File: src/rtl/fetch_queue.sv
// fetch_queue: in-order prefetch FIFO of {pc, inst} pairs between instruction fetch and decode.
// Optional macro FETCH_QUEUE_BYPASS_EN adds a zero-latency pass-through of the incoming pair while empty.
module fetch_queue #(
    parameter int DEPTH = 4,
    parameter int XLEN = 32,
    parameter logic [XLEN-1:0] NOP = 32'h0000_0013
) (
    input  logic                    clk,
    input  logic                    rst,
    input  logic                    flush,
    input  logic                    in_valid,
    output logic                    in_ready,
    input  logic [XLEN-1:0]         in_pc,
    input  logic [XLEN-1:0]         in_inst,
    output logic                    out_valid,
    input  logic                    out_ready,
    output logic [XLEN-1:0]         out_pc,
    output logic [XLEN-1:0]         out_inst,
    output logic [$clog2(DEPTH):0]  count
);
    localparam int AW = $clog2(DEPTH);
    localparam logic [AW:0] PTR_ONE = 1;

    // Pointers carry one extra wrap bit so full and empty are distinguishable.
    logic [AW:0]     wr_ptr_q, wr_ptr_d;
    logic [AW:0]     rd_ptr_q, rd_ptr_d;
    logic [XLEN-1:0] pc_mem_q   [DEPTH];
    logic [XLEN-1:0] inst_mem_q [DEPTH];

    logic empty;
    logic full;
    logic push;
    logic pop;
    logic bypass_vld;
    logic bypass_take;

    assign empty    = (wr_ptr_q == rd_ptr_q);
    assign full     = (wr_ptr_q[AW-1:0] == rd_ptr_q[AW-1:0]) && (wr_ptr_q[AW] != rd_ptr_q[AW]);
    assign in_ready = !full;
    assign count    = wr_ptr_q - rd_ptr_q;

`ifdef FETCH_QUEUE_BYPASS_EN
    // Held off during reset so the output stays idle while rst is low.
    assign bypass_vld = empty & in_valid & !flush & rst;
`else
    assign bypass_vld = 1'b0;
`endif
    assign bypass_take = bypass_vld & out_ready;

    assign out_valid = !empty | bypass_vld;
    assign push      = in_valid & in_ready & !flush & !bypass_take;
    assign pop       = !empty & out_ready & !flush;

    always_comb begin
        wr_ptr_d = wr_ptr_q;
        rd_ptr_d = rd_ptr_q;
        if (flush) begin
            wr_ptr_d = '0;
            rd_ptr_d = '0;
        end else begin
            if (push) wr_ptr_d = wr_ptr_q + PTR_ONE;
            if (pop)  rd_ptr_d = rd_ptr_q + PTR_ONE;
        end
    end

    always_ff @(posedge clk or negedge rst) begin
        if (!rst) begin
            wr_ptr_q <= '0;
            rd_ptr_q <= '0;
        end else begin
            wr_ptr_q <= wr_ptr_d;
            rd_ptr_q <= rd_ptr_d;
        end
    end

    // Storage is never cleared; the output mux below hides stale or unwritten slots.
    always_ff @(posedge clk) begin
        if (push) begin
            pc_mem_q[wr_ptr_q[AW-1:0]]   <= in_pc;
            inst_mem_q[wr_ptr_q[AW-1:0]] <= in_inst;
        end
    end

    always_comb begin
        out_pc   = '0;
        out_inst = NOP;
        if (!empty) begin
            out_pc   = pc_mem_q[rd_ptr_q[AW-1:0]];
            out_inst = inst_mem_q[rd_ptr_q[AW-1:0]];
        end else if (bypass_vld) begin
            out_pc   = in_pc;
            out_inst = in_inst;
        end
    end
endmodule

File: config.mk
export PLATFORM = sky130hd
export DESIGN_NAME = fetch_queue
export DESIGN_NICKNAME = d
export VERILOG_FILES = /design/src/rtl/fetch_queue.sv
export SDC_FILE = /design/constraint.sdc
export NUM_CORES = 1
export LEC_CHECK = 0
export BUFFER_PORTS_ARGS = -buffer_cell sky130_fd_sc_hd__buf_2
export CORE_MARGIN = 1.5
export CORE_UTILIZATION = 50
export CTS_CLUSTER_SIZE = 24
export DETAILED_ROUTE_END_ITERATION = 7
export PLACE_DENSITY = 0.78
export SYNTH_ARGS = -nofsm -noshare
export SYNTH_HDL_FRONTEND = slang
export SYNTH_SLANG_ARGS = --single-unit
File: constraint.sdc
create_clock -name clk -period 7.4 [get_ports clk]
set_clock_uncertainty 0.2 [all_clocks]
set_input_delay 0.37 -clock clk [delete_from_list [all_inputs] [get_ports clk]]
set_output_delay 0.37 -clock clk [all_outputs]
set_load 0.1 [all_outputs]
Word-level counts from Yosys, hierarchy flattened
Memories as Yosys holds them, arrays and structs flattened. Index checks and enable logic that the tools add are counted.

Flip-flop bits (word level): 6. Bits in latches: 0. RAM bits: 256. Bits in read-only memories: 0. Output and inout port bits: 69. Logic and storage cells: 28. Memories: 2.

Add/subtract/negate cells: 3. Multipliers: 0. Divide/modulo/power cells: 0. Order comparisons: 0. Equal/unequal tests: 3. Shift-type cells: 0. Multiplexer cells: 8. Bitwise gates (word level): 4. Reductions and logical operators: 6.

Memories: inst_mem_q (depth 4, width 32, rd ports 1, clocked after Yosys merged registers in 0, write ports 1, line 28) `logic [XLEN-1:0] inst_mem_q [DEPTH];`; pc_mem_q (depth 4, width 32, rd ports 1, clocked after Yosys merged registers in 0, write ports 1, line 27) `logic [XLEN-1:0] pc_mem_q [DEPTH];`.

Operator list (number): 32-bit two-way mux (2); 3-bit two-way mux (4); 3-bit by 1-bit adder with 3-bit output, second input constant (2); 1-bit bitwise AND (4); 2-bit nonzero test (2); 3-bit equality test (1); 1-bit logical NOT (3); 3-bit subtractor (1); 2-bit equality test (1); 1-bit two-way mux (2); 1-bit logical AND (1); 1-bit != test (1).

Longest topological paths before layout
Gate-level depths: netlist of run 1.

Word-level depth: 7. Mapped depth: 9.

Worst setup path before layout of run 1
No wires, ideal clock.

Path kind: register -> register. Start point: reg rd_ptr_q[1]. End point: mem inst_mem_q[0][0], enable pin. Setup time: 430 ps. Data arrival time: 4013 ps. Data required time: 6770 ps. Path slack: 2758 ps. Stages on the path, launching flop included: 9. Period minus slack after synthesis: 4642 ps. Cell sequence: dfrtp_1 -> buf_2 -> buf_2 -> inv_1 -> ha_1 -> nand2_1 -> clkbuf_1 -> or2_1 -> and4b_1.

Longest elaborated chain between the ends: 7.

Ends and longest elaborated chain: start, declared (line 26) `logic [AW:0] rd_ptr_q, rd_ptr_d;`; start signal, assigned (line 72) `rd_ptr_q <= rd_ptr_d;`; 2-bit equality test (line 38) `assign full = (wr_ptr_q[AW-1:0] == rd_ptr_q[AW-1:0]) && (wr_ptr_q[AW] != rd_ptr_q[AW]);`; 1-bit logical AND (line 38); 1-bit logical NOT (line 39) `assign in_ready = !full;`; via in_ready (line 12) `output logic in_ready,`; 1-bit bitwise AND (2 in series) (line 51) `assign push = in_valid & in_ready & !flush & !bypass_take;`; 1-bit two-way mux (line 78) `if (push) begin`; 1-bit two-way mux (not written as such) (line 80) `inst_mem_q[wr_ptr_q[AW-1:0]] <= in_inst;`; end, declared (line 28).

The timed path passes the listed nets, and every way through them passes these cells.

Worst setup path after layout of run 1
Start point: reg rd_ptr_q[1]. End point: out out_inst[2].

Longest elaborated chain between the ends: 2. Elaborated cells on any way between the ends: 3. Classes of those cells: eq/ne (1); mux (1); memory (1).

Ends and longest elaborated chain: memory 4 x 32 bit / 3-bit equality test (equally long branches); 32-bit two-way mux * (line 87) `if (!empty) begin`; end, declared (line 18) `output logic [XLEN-1:0] out_inst,`.

Every way passes the cells marked *; elsewhere a longest branch is shown, timed or not.

==> key figures, run 1 <==
Status
  – Status: completed

Clocking
  – Clk buf depth: 3
  – CTS tree: done
  – Root Driver: clkbuf_16
  – TritonCTS Buffers: 27
  – Clk_lat worst skew: 0.52 ns
  – # clock sinks: 262
  – Reg clk slew, reported paths: 0.06 ns
  – CTS HTree Levels: 1

Synthesis
  – Post-synthesis cell type count: 36
  – Area contributors post-synth: edfxtp_1 (75%), mux4_2 (14%), and2_1 (3.7%)
  – Post-Syn Area: 0.01029 mm^2
  – Leading area contributor after synthesis: edfxtp_1
  – Yosys warnings: 0
  – Sequential area share after synthesis: 76.14%
  – Synthesized flop and latch total: 262
  – Number of synthesized flops with an enable pin: 256
  – Top-count cell post-synth: edfxtp_1
  – Post-synth ARST share: 2.290%
  – Share of the synthesized area in the top cell type: 74.68%
  – Most common library cells after synthesis: edfxtp_1 (256), mux4_2 (62), and2_1 (61), buf_2 (14), ha_1 (7)
  – Post-Syn Area per Cell: 21.81 um^2
  – Post-synthesis instance total: 472
  – Syn Nets: 549
  – Ys flop type: edfxtp_1

Layout
  – Antenna Cells: 0
  – Area grow syn2layout: 24.37%
  – Fin util: 63.27%
  – Final nets: 760
  – Layout cells sized above 1: 36.13%

Detailed routing
  – Via density: 5.350
  – Routed Antenna Nets: 0
  – Drt wl/cell: 19.65 um
  – WL final: 19.12 mm
  – TritonRoute pass-1 iters: 4
  – DR iter-0 viols: 271
  – DRC Markers: 0
  – Vias post-DR: 5206

Placed design
  – Final HPWL DP: 10.40 mm
  – PortBufs: 137
  – Place WS: 3.215 ns
  – Placer Congestion: 0.7363

Die
  – Die X: 146.5 um
  – Row count: 52
  – Die area: 0.02146 mm^2
  – Die height: 146.5 um
  – Starting Density: 50.87%
  – I/O pin cnt: 138
  – Core Box Area: 0.02023 mm^2

Global routing
  – Initial antenna violation count: 0
  – Number of global-route vias before repair: 5759
  – All-Layer GR Usage: 18.16%
  – First-pass GRT wire length: 30.08 mm
  – Pin count of the biggest net entering global routing: 69
  – Total congestion overflow: 0

Timing
  – Fin crit period: 4.726 ns
  – Post-Route Hold Slack: 0.02865 ns
  – RSZ-0062 raised after global routing: no
  – Fmax: 0.2116 GHz
  – Final setup viols: 0
  – Tcrit/Tclk final: 63.87%
  – Final hold violation count: 0
  – Final worst slack: 2.674 ns
  – Max Slew Vio Count: 0
  – Post-Route Setup TNS: 0 ns
  – Relative slew slack: 23.19%
  – Worst-Margin Slew: 1.152 ns

Worst setup path
  – CP required: 6.83 ns
  – Worst r2r dst: inst_mem_q[0][11]
  – Reg2Reg Depth: 5
  – Worst path arrival time: 4.16 ns
  – Worst-path fanout max: 68
  – Endpoint class of the critical path: output pin
  – R2R Path Start: rd_ptr_q[1]
  – Crit path launch type: flop
  – Crit path kind: reg -> out
  – Reg2Reg Setup Slack: 3.52 ns

Hold path
  – Hold Path Origin: flush
  – Worst Hold Class: in -> reg
  – WHS Endpoint: wr_ptr_q[2]
  – WHS Path Cells: 2

Job
  – Max cap viols: 0
## through the flow
step | instance area (um^2) | instances
final | 12800 | 973
after detailed placement | 11170 | 855
after global placement | 11170 | 855
after CTS | 12800 | 973
after floorplan | 10290 | 472
after global routing | 12800 | 973
## flip-flops by register name, summed over array words and instances, names as in the netlist
name        cells
inst_mem_q    128
pc_mem_q      128
rd_ptr_q        3
wr_ptr_q        3
## critical path, cell delays in order (launching register included)
cell and delay, ns:
dfrtp_4 1.09, inv_1 0.16, ha_1 0.38, nand2_1 0.26, and2b_1 0.27, inv_2 0.68, and2_1 0.27, buf_2 0.44
## placed cells by master (no fill, tap or decap), drive strengths merged, types with 3 or more instances in the layout
| cell type | instances |
|---|---|
| a31oi | 5 |
| nor2 | 3 |
| inv | 7 |
| clkbuf | 28 |
| nand2 | 4 |
| edfxtp | 256 |
| dlygate4sd3 | 69 |
| and2 | 61 |
| mux4 | 64 |
| and3 | 3 |
| clkinv | 13 |
| bufinv | 6 |
| or2 | 4 |
| dfrtp | 6 |
| buf | 138 |
| ha | 7 |
| nand3 | 5 |
## metal layers
| metal | vias to the layer above | share of wire [%] | wire (um) | global-route usage (%) |
|---|---|---|---|---|
| met2 | 158 | 53 | 10170 | 33.01 |
| li1 | 2347 | - | - | - |
| met3 | 33 | 4.3 | 821 | 3.188 |
| met1 | 2668 | 40 | 7730 | 22.57 |
| met5 | - | 0 | 0 | 0 |
| met4 | 0 | 2.0 | 391 | 4.747 |
## cells by family after synthesis
logic type      count (synthesis)  share of synthesized area, %
fa+ha+maj                       8                         1.045
simple gates                   96                         5.834
xor+xnor                        2                        0.2432
mux                            65                         14.18
compound gates                  8                        0.5470
flops                         262                         76.14
buf+inv                        31                         2.006
## worst max path at each step
stage,startpoint,to,slack [ns]
after global placement,rd_ptr_q[1],out_pc[12],3.36
after global routing,rd_ptr_q[1],out_inst[2],2.38
after CTS,rd_ptr_q[1],out_inst[2],2.66
after detailed placement,rd_ptr_q[1],out_inst[2],3.22
after floorplan,rd_ptr_q[1],inst_mem_q[0][0],2.76
final,rd_ptr_q[1],out_inst[2],2.67
## layout make-up
type / instances / area, um^2
flip-flops and latches: 262 / 7845
fillers: 1410 / 7432
multi-input cells: 179 / 2268
repair buffers: 207 / 1384
clock buffers: 28 / 679.4
well taps: 270 / 337.8
clock inverters: 21 / 265.3
inverters: 6 / 22.52
## what timing repair did
| action | CTS | global route |
|---|---|---|
| hold endpoints to repair | 266 | 0 |
| buffers inserted | 0 | 0 |
| gates resized for setup | 0 | 0 |
| hold buffers | 69 | 0 |
Power of run 1 is left out: the tool's default activity adds up to more than one toggle a clock period on the data nets, which glitch-free logic cannot reach.
==> inputs of run 2 (changes only) <==
- clock period: 7.4 -> 4.51 ns (I/O delays scaled with it)
==> run 2 against run 1 <==
  * Sequential share of layout area rose by 0.096 points
  * Die area did not move
  * Sequential cell count did not move
  * Design area fell by 0.16%
  * Register-to-register slack got worse by 2.3 ns
  * Largest cell class unchanged
  * First-iteration DRC count rose by 25%
  * Critical path depth did not move
  * Core utilization fell by 0.099 points
==> key figures, run 2 (synthesized netlist as in run 1, its figures left out) <==
Timing
  – Fin crit period: 4.105 ns
  – Final hold violation count: 0 (unchanged)
  – Relative slew slack: 29.68% (+6.5 points)
  – Post-Route Setup TNS: 0 ns (unchanged)
  – Max Slew Vio Count: 0 (unchanged)
  – Final worst slack: 0.4047 ns (-2.269 ns)
  – Final setup viols: 0 (unchanged)
  – Worst-Margin Slew: 1.055 ns (-0.09742 ns)
  – Tcrit/Tclk final: 91.03%
  – RSZ-0062 raised after global routing: no
  – Fmax: 0.2436 GHz

Global routing
  – Pin count of the biggest net entering global routing: 68 (-1.4%)
  – Number of global-route vias before repair: 5729 (-0.52%)
  – Initial antenna violation count: 0 (unchanged)
  – All-Layer GR Usage: 18.65% (+0.49 points)
  – Total congestion overflow: 0 (unchanged)
  – First-pass GRT wire length: 30.84 mm (+2.5%)

Layout
  – Final nets: 764 (+0.53%)
  – Area grow syn2layout: 24.18%
  – Layout cells sized above 1: 35.69% (-0.44 points)
  – Most frequent cells in the layout: edfxtp_1 (256), buf_2 (137), dlygate4sd3_1 (70)
  – Fill cells: 1434 (+1.7%)
  – Post-route cell area: 0.01278 mm^2 (-0.16%)
  – Antenna Cells: 0 (unchanged)
  – Commonest non-fill, non-tap cell in the layout: edfxtp_1

Worst setup path
  – Worst-path cell chain: ha_1 -> nand2_1 -> and2b_1 -> inv_2 -> buf_4 -> and2_1 -> buf_2
  – Worst path arrival time: 3.68 ns (-0.48 ns)
  – Crit path launch type: flop
  – Delay-heaviest family, CP: buffers and inverters
  – Critical path's largest stage delay: 0.82 ns (-0.27 ns)
  – Worst-path fanout max: 36 (-47%)
  – Endpoint class of the critical path: output pin
  – WP buf/inv: 3 (unchanged)
  – Crit path kind: reg -> out
  – Critical path's slowest cell: dfrtp_4
  – CP required: 4.08 ns (-2.75 ns)

Hold path
  – Worst Hold Class: in -> reg

Detailed routing
  – Drt wl/cell: 19.99 um (+1.7%)
  – TritonRoute pass-1 iters: 5 (+1)
  – DR iter-0 viols: 340 (+25%)
  – Via density: 5.362 (+0.21%)
  – DRC Markers: 0 (unchanged)
  – Routed Antenna Nets: 0 (unchanged)
  – WL final: 19.51 mm (+2.0%)
  – Vias post-DR: 5233 (+0.52%)

Die
  – Die height: 146.5 um (unchanged)
  – I/O pin cnt: 138 (unchanged)
  – Starting Density: 50.87% (unchanged)
  – Die area: 0.02146 mm^2 (unchanged)
  – Core Box Area: 0.02023 mm^2 (unchanged)
  – Row count: 52 (unchanged)
  – Die X: 146.5 um (unchanged)

Clocking
  – # clock sinks: 262 (unchanged)
  – Postcts setup bufs: 0 (unchanged)
  – TritonCTS Buffers: 26 (-3.7%)
  – CTS tree: done
  – Root Driver: clkbuf_16
  – CTS HTree Levels: 1 (unchanged)
  – Reg clk slew, reported paths: 0.06 ns (about the same)
  – Post-CTS Resized: 0 (unchanged)
  – Clk buf depth: 3 (unchanged)
  – Clk_lat worst skew: 0.51 ns (about the same)

Placed design
  – PortBufs: 137 (unchanged)
  – Post-DP Area: 0.01121 mm^2 (+0.38%)
  – Final HPWL DP: 10.80 mm (+3.9%)
  – Place WS: 0.8553 ns (-2.360 ns)
  – Placer Congestion: 0.7408 (+0.61%)

Status
  – Status: completed

Job
  – Max cap viols: 0 (unchanged)
## run 2: cell count changes in the layout (fill, tap and decap cells not counted), sizes merged
| cell | before | now |
|---|---|---|
| buf | 138 | 142 |
| dlygate4sd3 | 69 | 70 |
| clkinv | 13 | 12 |
| bufinv | 6 | 4 |
| clkbuf | 28 | 29 |
## run 2: cell type report
cell class | count | area (um^2) | area share, %
multi-input combinational | 179 | 2268 | 17.75
tap | 270 | 337.8 | 2.643
clock inverter | 18 | 188.9 | 1.478
clock buffer | 29 | 683.2 | 5.345
inverter | 6 | 22.52 | 0.1762
timing repair buffer | 212 | 1436 | 11.24
sequential | 262 | 7845 | 61.37
## run 2: worst paths after layout
check | start | to | slack, ns | cells after the start
hold / removal | in_pc[28] | pc_mem_q[2][28] | 0.26 | 2
hold reg to reg | wr_ptr_q[1] | wr_ptr_q[1] | 0.45 | 2
max in group asynchronous | rst | rd_ptr_q[0] | 3.33 | 3
setup / recovery | rd_ptr_q[0] | out_inst[28] | 0.40 | 7
setup reg to reg | rd_ptr_q[0] | pc_mem_q[2][4] | 1.19 | 4
min in group asynchronous | rst | wr_ptr_q[0] | 0.50 | 3
## run 2: repair_timing
| action | 4_1_cts | 5_1_grt |
|---|---|---|
| hold endpoints to repair | 268 | 0 |
| hold buffers | 70 | 0 |
| setup endpoints to repair | 0 | 0 |
## run 2: worst register-to-register path: cells and delay by family, from the launching register on
family	cells	cell delay [ns]
adder cells (fa/ha/maj)	1	0.40
AND/OR/NAND/NOR	3	1.39
flip-flops	1	0.82
## run 2: per-stage QoR
stage	utilization (%)	std cells	hold slack [ns]
after floorplan	-	472	-0.2701
after global placement	55.40	859	-0.1382
after detailed placement	55.40	859	-0.1320
after CTS	63.17	976	0.2281
after global routing	63.17	976	0.2484
final	63.17	976	0.2603
## run 2: routing by layer
metal / part of all wire [%] / GRT usage, % / routed length [um] / vias to the layer above
met2: 52 / 33.29 / 10210 / 158
met4: 1.8 / 4.949 / 358 / 0
li1: - / - / - / 2354
met5: 0 / 0 / 0 / -
met3: 5.0 / 2.781 / 977 / 32
met1: 41 / 24.05 / 7963 / 2689
Power of run 2 is left out for the same reason.
==> inputs of run 3 (changes only) <==
- ABC_AREA: unset -> 1
- SKIP_CTS_REPAIR_TIMING: unset -> 1
- SLEW_MARGIN: unset -> 15
==> run 3 against run 2 <==
  * Clock-buffer cell count rose by 4
  * Cell count grew 34%
  * Maximum frequency rose by 4.4%
  * Core utilization is 0.21 points lower
  * Critical path depth is 2 lower
  * Wire length rose by 17%
  * Area after synthesis rose by 1.1%
  * Register-to-register slack better by 0.12 ns
  * First-iteration DRC count up 84%
  * Critical path type unchanged
  * Critical endpoint is now out_pc[24]
  * Largest cell class unchanged
==> key figures, run 3 <==
Status
  – Status: completed

Layout
  – Commonest non-fill, non-tap cell in the layout: edfxtp_1
  – Final nets: 1096 (+43%)
  – Layout cells sized above 1: 18.71% (-17 points)
  – Post-route cell area: 0.01278 mm^2 (about the same)
  – Area grow syn2layout: 22.75%
  – Most frequent cells in the layout: edfxtp_1 (256), nor2_1 (246), buf_2 (137)
  – Fin cells: 1307 (+34%)
  – Fill cells: 1508 (+5.2%)
  – Antenna Cells: 0 (unchanged)

Synthesis
  – Post-synthesis cell type count: 21 (-42%)
  – Syn Nets: 900 (+64%)
  – Post-Synth Simple-Gate Area: 10.94% (+5.1 points)
  – Area contributors post-synth: edfxtp_1 (74%), nor2_1 (9.0%), o21ai_0 (5.8%)
  – Sequential area share after synthesis: 75.28% (-0.86 points)
  – Xor and xnor fraction of the mapped netlist area: 0.08412% (-0.16 points)
  – Synthesized flop and latch total: 262 (unchanged)
  – Yosys warnings: 0 (unchanged)
  – Main combinational cell family by area after synthesis: simple AND/OR/NAND/NOR gates
  – Leading area contributor after synthesis: edfxtp_1
  – Post-Syn Area: 0.01041 mm^2 (+1.1%)
  – Share of the synthesized area in the top cell type: 73.84% (-0.84 points)
  – Most common library cells after synthesis: edfxtp_1 (256), nor2_1 (250), o21ai_0 (121), a21oi_1 (67), nand2_1 (30)
  – Adder-cell area share of the yosys netlist: 1.034% (-0.012 points)
  – Number of synthesized flops with an enable pin: 256 (unchanged)
  – Ys flop type: edfxtp_1
  – Compound-Gate Fraction of Synth Area: 9.230% (+8.7 points)
  – Post-Syn Area per Cell: 12.65 um^2 (-42%)
  – Multiplexer area fraction after synthesis: 0% (-14 points)
  – Post-synth ARST share: 2.290% (unchanged)
  – Post-synthesis instance total: 823 (+74%)
  – Top-count cell post-synth: edfxtp_1

Worst setup path
  – Worst-path cell chain: clkinv_2 -> buf_12 -> o21ai_0 -> a21oi_1 -> buf_2
  – Reg2Reg Depth: 7 (+3)
  – Crit path kind: reg -> out
  – Critical path's largest stage delay: 0.89 ns (+0.07 ns)
  – Critical path's slowest cell: clkinv_2
  – Endpoint class of the critical path: output pin
  – Worst-path fanout max: 73 (+100%)
  – Worst path arrival time: 3.51 ns (-0.17 ns)
  – Crit path launch type: flop
  – CP required: 4.08 ns (about the same)

Global routing
  – Number of global-route vias before repair: 6559 (+14%)
  – First-pass GRT wire length: 34.05 mm (+10%)
  – Pin count of the biggest net entering global routing: 75 (+10%)
  – Total congestion overflow: 0 (unchanged)
  – Initial antenna violation count: 0 (unchanged)
  – All-Layer GR Usage: 20.03% (+1.4 points)

Timing
  – Fin crit period: 3.931 ns (-0.1745 ns)
  – Max Slew Vio Count: 0 (unchanged)
  – Final setup viols: 0 (unchanged)
  – Final hold violation count: 0 (unchanged)
  – Post-Route Hold Slack: 0.2535 ns (-0.006731 ns)
  – Relative slew slack: 39.61% (+9.9 points)
  – Worst-Margin Slew: 0.9059 ns (-0.1489 ns)
  – RSZ-0062 raised after global routing: no
  – Fmax: 0.2544 GHz (+4.4%)
  – Tcrit/Tclk final: 87.16% (-3.9 points)

Job
  – Max cap viols: 0 (unchanged)

Placed design
  – PortBufs: 137 (unchanged)
  – Placer Congestion: 0.7818 (+5.5%)
  – Placed Instances: 1192 (+39%)
  – Final HPWL DP: 11.72 mm (+8.6%)
  – Post-DP Area: 0.01128 mm^2 (+0.66%)

Die
  – Starting Density: 51.29% (+0.42 points)
  – I/O pin cnt: 138 (unchanged)
  – Die X: 147.3 um (+0.56%)
  – Die height: 147.3 um (+0.56%)
  – Die area: 0.02170 mm^2 (+1.1%)
  – Core Box Area: 0.02030 mm^2 (+0.32%)
  – Row count: 52 (unchanged)

Detailed routing
  – Routed Antenna Nets: 0 (unchanged)
  – WL final: 22.81 mm (+17%)
  – DRC Markers: 0 (unchanged)
  – Met2 Routed Length: 11.64 mm (+14%)
  – TritonRoute pass-1 iters: 5 (unchanged)
  – Vias post-DR: 6912 (+32%)
  – Drt wl/cell: 17.45 um (-13%)
  – DR iter-0 viols: 624 (+84%)
  – Met1 Routed Length: 9.332 mm (+17%)
  – Met3 Wirelength: 1.465 mm (+50%)
  – Top routing layer used: met4
  – Via density: 5.288 (-1.4%)

Clocking
  – Root Driver: clkbuf_16
  – CTS tree: done
  – CTS HTree Levels: 1 (unchanged)
  – Clk_lat worst skew: 0.52 ns (about the same)
  – Reg clk slew, reported paths: 0.07 ns (about the same)
  – TritonCTS Buffers: 26 (unchanged)
  – # clock sinks: 262 (unchanged)
  – Clk buf depth: 3 (unchanged)

Pwr
  – Worst vdd ir: 379.9 uV
  – Power Density: 551.0 mW/mm^2
  – Leakage power: 4.733 nW

Hold path
  – WHS Path Cells: 2 (unchanged)
  – Worst Hold Class: in -> reg
run 3: critical path, delay by kind of cell, from the launching register on:
kind / cells / cell delay [ns]
buffers and inverters: 3 / 1.71
flip-flops: 1 / 0.83
AO/OA/AOI/OAI: 2 / 0.36
run 3: routing by layer:
metal | vias up | GRT usage, %
met5 | - | 0
met4 | 0 | 5.500
met3 | 34 | 3.478
met2 | 261 | 35.16
met1 | 3317 | 25.76
li1 | 3300 | -
run 3: cell families after synthesis:
kind of cell | Yosys count
flops | 262
compound gates | 192
simple gates | 295
fa+ha+maj | 8
xor+xnor | 1
buf+inv | 65
run 3: path summary, 6_finish.rpt:
check | endpoint | start | slack [ns]
max in group asynchronous | rd_ptr_q[0] | rst | 3.38
max reg2reg | pc_mem_q[1][7] | rd_ptr_q[0] | 1.31
max | out_pc[24] | rd_ptr_q[0] | 0.58
min in group asynchronous | rd_ptr_q[0] | rst | 0.46
min reg2reg | wr_ptr_q[0] | wr_ptr_q[0] | 0.39
min | pc_mem_q[1][8] | in_pc[8] | 0.25
run 3: stage by stage:
stage / TNS, ns / utilization (%) / power [W] / worst slack [ns]
after floorplan: -45.40 / - / 0.004661 / -0.1775
after global placement: 0 / 55.58 / 0.004978 / 1.195
after detailed placement: 0 / 55.58 / 0.004996 / 1.135
after CTS: 0 / 59.55 / 0.007025 / 0.5531
after global routing: 0 / 62.96 / 0.007283 / 0.3601
final: 0 / 62.96 / 0.007042 / 0.5792
run 3: area by class of cell:
class | instances | area, um^2 | share of cell area (%)
sequential | 262 | 7843 | 61.37
multi-input combinational | 496 | 2246 | 17.57
timing repair buffer | 217 | 1484 | 11.61
clock buffer | 33 | 676.9 | 5.297
tap | 270 | 337.8 | 2.643
clock inverter | 13 | 128.9 | 1.008
inverter | 16 | 63.81 | 0.4993
run 3: report_power, final:
group | switching [W] | total (W) | leakage, nW | internal [W]
Combinational | 0.00187 | 0.00221 | 1.94 | 0.000340
Sequential | 0.0000471 | 0.00279 | 2.40 | 0.00274
Clock | 0.000870 | 0.00205 | 0.392 | 0.00118
Total | 0.00278 | 0.00704 | 4.73 | 0.00426
(Power assumes the default switching activity.)
